### src/rtl/bit_serial_adder_ctrl.sv
// rtl/bit_serial_adder_ctrl.sv - bit-serial N-bit adder sequencer around a single one-bit full-adder cell
//
// Purpose:
//   Latches two WIDTH-bit operands and a carry-in, then feeds one bit pair per
//   cycle (LSB first) through a single full-adder cell. The cell's carry is
//   registered back into its carry input, and each sum bit is shifted into the
//   MSB of the result register, so after WIDTH cycles the result is aligned.
//
// Optional feature macro: APPROX_LSB_EN
//   When defined, the low APPROX_BITS bits are computed as a|b with the carry
//   forced to 0, and in_cin is ignored if APPROX_BITS > 0.
//
// Ports:
//   clk        in   1      rising-edge clock
//   rst        in   1      synchronous reset, active high
//   in_valid   in   1      operand handshake valid
//   in_ready   out  1      operand handshake ready
//   in_a       in   WIDTH  operand A
//   in_b       in   WIDTH  operand B
//   in_cin     in   1      carry-in
//   out_valid  out  1      result handshake valid
//   out_ready  in   1      result handshake ready
//   sum        out  WIDTH  result, LSB = bit 0
//   cout       out  1      carry out of bit WIDTH-1
//   busy       out  1      high while bits are being processed

module bsa_full_adder (
  input  logic a,
  input  logic b,
  input  logic c,
  output logic s,
  output logic co
);
  assign s  = a ^ b ^ c;
  assign co = (a & b) | (b & c) | (a & c);
endmodule

module bit_serial_adder_ctrl #(
  parameter int WIDTH       = 8,
  parameter int APPROX_BITS = 2
) (
  input  logic             clk,
  input  logic             rst,
  input  logic             in_valid,
  output logic             in_ready,
  input  logic [WIDTH-1:0] in_a,
  input  logic [WIDTH-1:0] in_b,
  input  logic             in_cin,
  output logic             out_valid,
  input  logic             out_ready,
  output logic [WIDTH-1:0] sum,
  output logic             cout,
  output logic             busy
);

  localparam int CNT_W = $clog2(WIDTH);

`ifdef APPROX_LSB_EN
  localparam bit APPROX_ON = (APPROX_BITS > 0);
`else
  // Exact build: the approximate path is compiled out; APPROX_BITS has no effect.
  localparam bit APPROX_ON = 1'b0 & (APPROX_BITS > 0);
`endif

  typedef enum logic [1:0] {
    S_IDLE,
    S_RUN,
    S_DONE
  } state_t;

  state_t           r_state;
  state_t           w_next;
  logic [WIDTH-1:0] r_a;
  logic [WIDTH-1:0] r_b;
  logic [WIDTH-1:0] r_sum;
  logic             r_carry;
  logic             r_cout;
  logic [CNT_W-1:0] r_cnt;

  logic w_cell_s;
  logic w_cell_co;
  logic w_approx;
  logic w_sum_bit;
  logic w_carry_next;
  logic w_last;
  logic w_accept;

  bsa_full_adder u_cell (
    .a  (r_a[0]),
    .b  (r_b[0]),
    .c  (r_carry),
    .s  (w_cell_s),
    .co (w_cell_co)
  );

  assign w_last   = (r_cnt == CNT_W'(WIDTH - 1));
  // r_cnt is the index of the bit currently at the cell inputs.
  assign w_approx = APPROX_ON && (int'(r_cnt) < APPROX_BITS);

  assign w_sum_bit    = w_approx ? (r_a[0] | r_b[0]) : w_cell_s;
  assign w_carry_next = w_approx ? 1'b0 : w_cell_co;

  assign w_accept = in_valid && in_ready;

  always_comb begin
    w_next    = r_state;
    in_ready  = 1'b0;
    out_valid = 1'b0;
    busy      = 1'b0;
    case (r_state)
      S_IDLE: begin
        in_ready = 1'b1;
        if (in_valid) w_next = S_RUN;
      end
      S_RUN: begin
        busy = 1'b1;
        if (w_last) w_next = S_DONE;
      end
      S_DONE: begin
        out_valid = 1'b1;
        // Releasing the result frees the datapath, so a new operand pair can
        // be taken on the same edge.
        in_ready  = out_ready;
        if (out_ready) w_next = in_valid ? S_RUN : S_IDLE;
      end
      default: w_next = S_IDLE;
    endcase
  end

  always_ff @(posedge clk) begin
    if (rst) begin
      r_state <= S_IDLE;
      r_a     <= '0;
      r_b     <= '0;
      r_sum   <= '0;
      r_carry <= 1'b0;
      r_cout  <= 1'b0;
      r_cnt   <= '0;
    end else begin
      r_state <= w_next;
      if (w_accept) begin
        r_a     <= in_a;
        r_b     <= in_b;
        r_carry <= APPROX_ON ? 1'b0 : in_cin;
        r_cnt   <= '0;
      end else if (r_state == S_RUN) begin
        r_a     <= r_a >> 1;
        r_b     <= r_b >> 1;
        r_sum   <= {w_sum_bit, r_sum[WIDTH-1:1]};
        r_carry <= w_carry_next;
        r_cnt   <= r_cnt + 1'b1;
        if (w_last) r_cout <= w_carry_next;
      end
    end
  end

  assign sum  = r_sum;
  assign cout = r_cout;

endmodule

### config.mk
export PLATFORM = sky130hd
export DESIGN_NAME = bit_serial_adder_ctrl
export DESIGN_NICKNAME = d
export VERILOG_FILES = /design/src/rtl/bit_serial_adder_ctrl.sv
export SDC_FILE = /design/constraint.sdc
export NUM_CORES = 1
export LEC_CHECK = 0
export BUFFER_PORTS_ARGS = -buffer_cell sky130_fd_sc_hd__buf_2
export CORE_MARGIN = 2
export CORE_UTILIZATION = 52
export CTS_CLUSTER_SIZE = 25
export DETAILED_ROUTE_END_ITERATION = 8
export GPL_ROUTABILITY_DRIVEN = 0
export PLACE_DENSITY = 0.74
export RECOVER_POWER = 25
export SLEW_MARGIN = 10
export SYNTH_ARGS = -nofsm -noshare
export SYNTH_HDL_FRONTEND = slang
export SYNTH_SLANG_ARGS = --single-unit
### constraint.sdc
create_clock -name clk -period 1.7 [get_ports clk]
set_input_delay 0.255 -clock clk [delete_from_list [all_inputs] [get_ports clk]]
set_output_delay 0.255 -clock clk [all_outputs]
set_load 0.05 [all_outputs]
==> results of run 1 <==
-- worst max-delay path: stages, from the launching register on --
cell and delay [ns]:
dfxtp_1 0.35, nand2b_2 0.24, clkinv_4 0.15, buf_2 0.28
-- layout make-up --
class                      count  area share
tap                           31      0.0241
clock buffer                   7      0.0280
clock inverter                 1     0.00311
timing repair inverter         1     0.00311
inverter                       1     0.00544
multi-input combinational    118       0.444
sequential                    31       0.385
timing repair buffer          35       0.107
-- final timing paths --
kind	startpoint	end	slack, ns	cells after the start
setup / recovery	r_state[1]	busy	0.10	3
hold / removal	in_b[7]	r_b[7]	0.19	3
setup reg to reg	r_state[1]	r_a[0]	0.32	4
hold reg to reg	sum[0]	sum[0]	0.47	2
-- metrics by stage --
step / setup WS, ns / cells
3_3_place_gp: 0.425 / 216
6_report: 0.105 / 225
4_1_cts: 0.0172 / 224
3_5_place_dp: 0.351 / 216
5_1_grt: 0.00463 / 225
2_1_floorplan: 0.0494 / 163
-- cell usage in the layout (no fill, tap or decap) --
master	synthesis	routed
a21o_1	1	1
a21oi_1	13	13
a311oi_1	6	6
a311oi_2	9	9
and2b_1	2	2
and2b_2	1	1
buf_2	1	24
buf_4	4	3
clkbuf_1	3	10
clkbuf_4	0	5
clkinv_2	0	2
clkinv_4	1	1
dfxtp_1	31	31
fa_1	1	1
ha_1	2	2
mux2i_1	2	2
nand2_1	48	48
nand2_2	1	1
nand2b_1	4	3
nand2b_2	0	1
nand3_1	3	3
nand3b_1	1	1
nor2_1	2	2
nor3_1	18	18
o211ai_1	2	2
or2b_1	1	1
xnor2_1	1	1
-- logic make-up after synthesis --
logic type,Yosys count
xor gates and xnor gates,1
buffers and inverters,14
and+or+nand+nor,81
DFF,31
muxes,2
adders and majority gates,3
AOI/OAI and AO/OA,31
-- sequential cells by signal, summed over array words and instances (netlist names) --
| register | count |
|---|---|
| r_cnt | 3 |
| r_b | 8 |
| r_carry | 1 |
| cout | 1 |
| sum | 8 |
| r_a | 8 |
| r_state | 2 |
-- layer usage --
layer / part of all wire / GRT usage
met5: 0 / 0
met4: 0.0052 / 0.0764
met3: 0.074 / 0.0714
met2: 0.50 / 0.347
met1: 0.42 / 0.206
-- report_power, final --
group / switching [W] / internal, W
Combinational: 0.000163 / 0.0000933
Clock: 0.000240 / 0.000161
Sequential: 0.0000295 / 0.000772
==> results.py, run 1 <==
metrics = {
    "run_status": {
        "status": "finished, final reports clean",
    },
    "clock_tree": {
        "cts_made_buffers": 5,
        "clock_latency_ns": 0.32,
        "clock_path_buffers": 2,
        "cts_tree": "yes",
        "hold_buffers": 0,
        "cts_setup_buffers": 0,
        "cts_root_buffer": "clkbuf_4",
        "ctsResizeCount": 0,
        "htree_levels": 2,
        "clkTransAtPathRegs_ns": 0.09,
        "clock_sinks": 31,
    },
    "floorplan": {
        "start_util": 0.536,
        "core_area_um2": 2710,
        "ios": 33,
        "rows": 19,
        "die_h_um": 56.9,
        "die_w_um": 56.9,
        "dieArea_um2": 3230,
    },
    "finish": {
        "fin_util": 0.594,
        "syn2layout_area_growth_pct": 10.9,
        "final_layout_size_suffix_gt1_frac": 0.242,
        "postLayoutCellArea_um2": 1610,
        "nFillCells": 266,
        "antenna_cells": 0,
        "seqCellArea_um2": 621,
        "layout.nets": 217,
        "multiInputGateArea_um2": 714,
    },
    "grt": {
        "antenna_found_initial": 0,
        "overflow": 0,
        "grt_pass1_vias": 1191,
        "grt_max_degree": 32,
        "grt_use_total": 0.195,
        "grt_pass1_wl_um": 4910,
    },
    "routing": {
        "drt-initial-drc-count": 41,
        "wire_per_inst_um": 13.7,
        "drt_pass1_iterations": 4,
        "drc": 0,
        "vias": 1266,
        "detail-route-antenna-nets": 0,
        "finalWirelength_um": 3080,
        "vias_per_cell": 5.63,
    },
    "synthesis": {
        "synth_common_cells": "48 x nand2_1, 31 x dfxtp_1, 18 x nor3_1",
        "yosys.area_share.adder": 0.0310,
        "synthCells": 163,
        "synth-xor-area-share": 0.00603,
        "synthArstFlopShare": 0,
        "synth_top_family_by_area": "simple AND/OR/NAND/NOR gates",
        "ys_types": 26,
        "yosys_warnings": 0,
        "ys_top_cells_by_area": "dfxtp_1 43%, nand2_1 12%, a311oi_2 9.3%",
        "synth_edf_count": 0,
        "syn_area_um2": 1450,
        "synthMuxAreaShare": 0.0138,
        "yosys_most_used_dff": "dfxtp_1",
        "synth_nets": 187,
        "synth_compound_area_frac": 0.189,
        "yosysMostFrequentCell": "nand2_1",
        "ys_ff_latch": 31,
        "synth-simple-area-share": 0.250,
        "synth-seq-area-share": 0.427,
        "yosysTopAreaCell": "dfxtp_1",
        "synth_top_area_frac": 0.427,
        "avgSynthCellArea_um2": 8.91,
    },
    "sta": {
        "setup_violations": 0,
        "timing.hold.ws_ns": 0.194,
        "slew_headroom": 0.586,
        "finalCritPeriodShare": 0.938,
        "min_period_ns": 1.60,
        "slew_viol_final": 0,
        "rsz0062_at_grt": "no",
        "fin_tns_setup_ns": 0,
        "clock-skew-final_ns": 0.00197,
        "worst_pin_slew_ns": 0.621,
        "fmax_mhz": 627,
        "hold_viol_final": 0,
    },
    "placed_design": {
        "io_buffers": 32,
        "dpl_cell_area_um2": 1560,
        "hpwlAfterDp_um": 2050,
    },
    "worst_setup_path": {
        "crit_type": "reg2out",
        "setup.worst_path.end_class": "output pin",
        "critPathMaxFanout": 14,
        "arrival_ns": 1.34,
        "crit_required_ns": 1.44,
        "critPathLaunchType": "flip-flop",
    },
    "flow_run": {
        "cap_violations": 0,
    },
    "pwr": {
        "power_density_nw_per_um2": 906,
        "ir_drop_uv": 620,
        "power_w": 0.00146,
        "p_leak_nw": 0.611,
    },
    "worst_hold_path": {
        "hold_class": "in2reg",
    },
}
No activity file was read; power rests on OpenSTA's default activity.
==> inputs of run 2 (changes only) <==
--- a/config.mk
+++ b/config.mk
@@ -7,13 +7,15 @@
 export LEC_CHECK = 0
 export BUFFER_PORTS_ARGS = -buffer_cell sky130_fd_sc_hd__buf_2
 export CORE_MARGIN = 2
-export CORE_UTILIZATION = 52
+export CORE_UTILIZATION = 30
 export CTS_CLUSTER_SIZE = 25
 export DETAILED_ROUTE_END_ITERATION = 8
 export GPL_ROUTABILITY_DRIVEN = 0
-export PLACE_DENSITY = 0.74
+export PLACE_DENSITY = 0.46
 export RECOVER_POWER = 25
+export SETUP_SLACK_MARGIN = 0.4
 export SLEW_MARGIN = 10
 export SYNTH_ARGS = -nofsm -noshare
 export SYNTH_HDL_FRONTEND = slang
 export SYNTH_SLANG_ARGS = --single-unit
+export TNS_END_PERCENT = 20
==> run 2 against run 1 <==
  * Final cell count is 13% higher
  * Sequential share of layout area down 5.2 points
  * Non-clock buffer count increased by 7
  * Worst setup slack improved by 0.18 ns
  * Worst hold slack better by 0.045 ns
  * Flip-flop and latch count unchanged
  * Critical path depth grew 1
  * Clock power is 86% higher
  * Sequential power about the same
  * Via count increased by 1.4%
  * Critical path type is now reg2reg
  * Critical endpoint is now r_a[3]
  * Largest cell class unchanged
  * Largest power group unchanged
==> results.py, run 2 (synthesis gave the netlist of run 1 again) <==
metrics = {
    "worst_hold_path": {
        "hold_class": "in2reg",
        "holdPathEnd": "r_a[7]",
        "worstHoldStart": "in_a[7]",
        "holdPathStages": 3,
    },
    "routing": {
        "detail-route-antenna-nets": 0,
        "drc": 0,
        "drt_pass1_iterations": 4,
        "wire_per_inst_um": 14.3,
        "vias": 1284,
        "vias_per_cell": 5.04,
        "drt-initial-drc-count": 72,
        "finalWirelength_um": 3640,
    },
    "finish": {
        "mostFrequentLayoutCells": "48 x nand2_1, 28 x dfxtp_1, 22 x buf_2, 18 x nor3_1, 12 x a21oi_1",
        "antenna_cells": 0,
        "layout.nets": 224,
        "layout_commonest_cell": "nand2_1",
        "nFillCells": 491,
        "fin_util": 0.400,
        "final_layout_size_suffix_gt1_frac": 0.328,
        "layout.cells.non_filler": 255,
        "syn2layout_area_growth_pct": 29.3,
    },
    "clock_tree": {
        "cts_root_buffer": "clkbuf_8",
        "cts_made_buffers": 5,
        "clock_sinks": 31,
        "hold_buffers": 0,
        "clock_path_buffers": 2,
        "cts_tree": "yes",
        "clock_latency_ns": 0.28,
        "clkTransAtPathRegs_ns": 0.06,
        "htree_levels": 2,
    },
    "placed_design": {
        "placed_cells": 240,
        "io_buffers": 32,
        "hpwlAfterDp_um": 2350,
    },
    "sta": {
        "hold_viol_final": 0,
        "slew_headroom": 0.593,
        "setup_violations": 0,
        "fin_tns_setup_ns": 0,
        "min_period_ns": 1.42,
        "fmax_mhz": 705,
        "clock-skew-final_ns": 0.00322,
        "worst_pin_slew_ns": 0.613,
        "slew_viol_final": 0,
        "rsz0062_at_grt": "yes",
        "finalCritPeriodShare": 0.834,
    },
    "floorplan": {
        "core_area_um2": 4690,
        "dieArea_um2": 5410,
        "start_util": 0.310,
        "die_w_um": 73.6,
        "ios": 33,
        "rows": 25,
        "die_h_um": 73.6,
    },
    "worst_setup_path": {
        "r2r_start": "r_state[1]",
        "rr_worst_depth": 4,
        "arrival_ns": 1.60,
        "critPathLaunchType": "flip-flop",
        "r2r-end": "r_a[3]",
        "r2r_slack_ns": 0.28,
        "crit_required_ns": 1.89,
        "crit_type": "reg2reg",
        "critPathMaxFanout": 17,
        "setup.worst_path.end_class": "flip-flop",
    },
    "grt": {
        "grt_pass1_wl_um": 6140,
        "grt_pass1_vias": 1302,
        "antenna_found_initial": 0,
        "grt_use_total": 0.149,
        "overflow": 0,
        "grt_max_degree": 26,
    },
    "pwr": {
        "p_leak_nw": 0.703,
        "ir_drop_uv": 409,
        "power_w": 0.00187,
        "power_density_nw_per_um2": 994,
    },
    "run_status": {
        "status": "finished, final reports clean",
    },
    "flow_run": {
        "cap_violations": 0,
    },
}
run 2: cell count changes in the layout (fill, tap and decap cells not counted), moves of 3 or more:
cell	before	now
dfxtp_1	31	28
clkbuf_1	10	7
buf_4	3	7
clkbuf_8	0	6
clkbuf_4	5	0
run 2: worst max-delay path, stage by stage (launching register included):
cell,delay (ns)
dfxtp_2,0.37
and2b_1,0.22
clkbuf_2,0.37
nor3_1,0.11
a311oi_2,0.26
run 2: cell type report:
class                      count  area [um^2]  area share
multi-input combinational    118          773       0.412
clock inverter                 2         35.0      0.0187
clock buffer                   6         82.6      0.0440
inverter                       1         16.3     0.00866
timing repair buffer          42          272       0.145
sequential                    31          627       0.334
timing repair inverter         1         5.00     0.00266
tap                           54         67.6      0.0360
run 2: timing repair:
| action | CTS | global route |
|---|---|---|
| resized for setup | 12 | 16 |
| setup buffers | 4 | 2 |
| pin swaps | 0 | 2 |
| cloned | 1 | 0 |
| setup endpoints to repair | 19 | 20 |
run 2: routing by layer:
layer | track usage | vias to the layer above | routed length (um)
li1 | - | 645 | -
met1 | 0.195 | 599 | 1660
met2 | 0.224 | 34 | 1720
met3 | 0.0494 | 6 | 192
met4 | 0.0646 | 0 | 63
met5 | 0 | - | 0
run 2: worst max path at each step:
| stage | startpoint | endpoint | slack (ns) |
|---|---|---|---|
| after detailed placement | r_state[0] | r_b[4] | 0.30 |
| after global placement | r_state[0] | busy | 0.37 |
| after floorplan | r_state[1] | in_ready | 0.44 |
| after global routing | r_state[1] | r_b[0] | 0.17 |
| after CTS | r_state[1] | in_ready | 0.35 |
| final | r_state[1] | r_a[3] | 0.28 |
run 2: power by group:
group	switching (W)	internal (W)
Clock	0.000271	0.000474
Sequential	0.0000312	0.000773
Combinational	0.000185	0.000133
run 2: stage by stage:
step	hold WS (ns)	instance area, um^2	worst slack [ns]
after detailed placement	0.454	1620	0.296
after CTS	0.228	1810	0.347
after global placement	0.441	1620	0.372
after global routing	0.244	1880	0.171
final	0.238	1880	0.282
after floorplan	0.327	1460	0.436
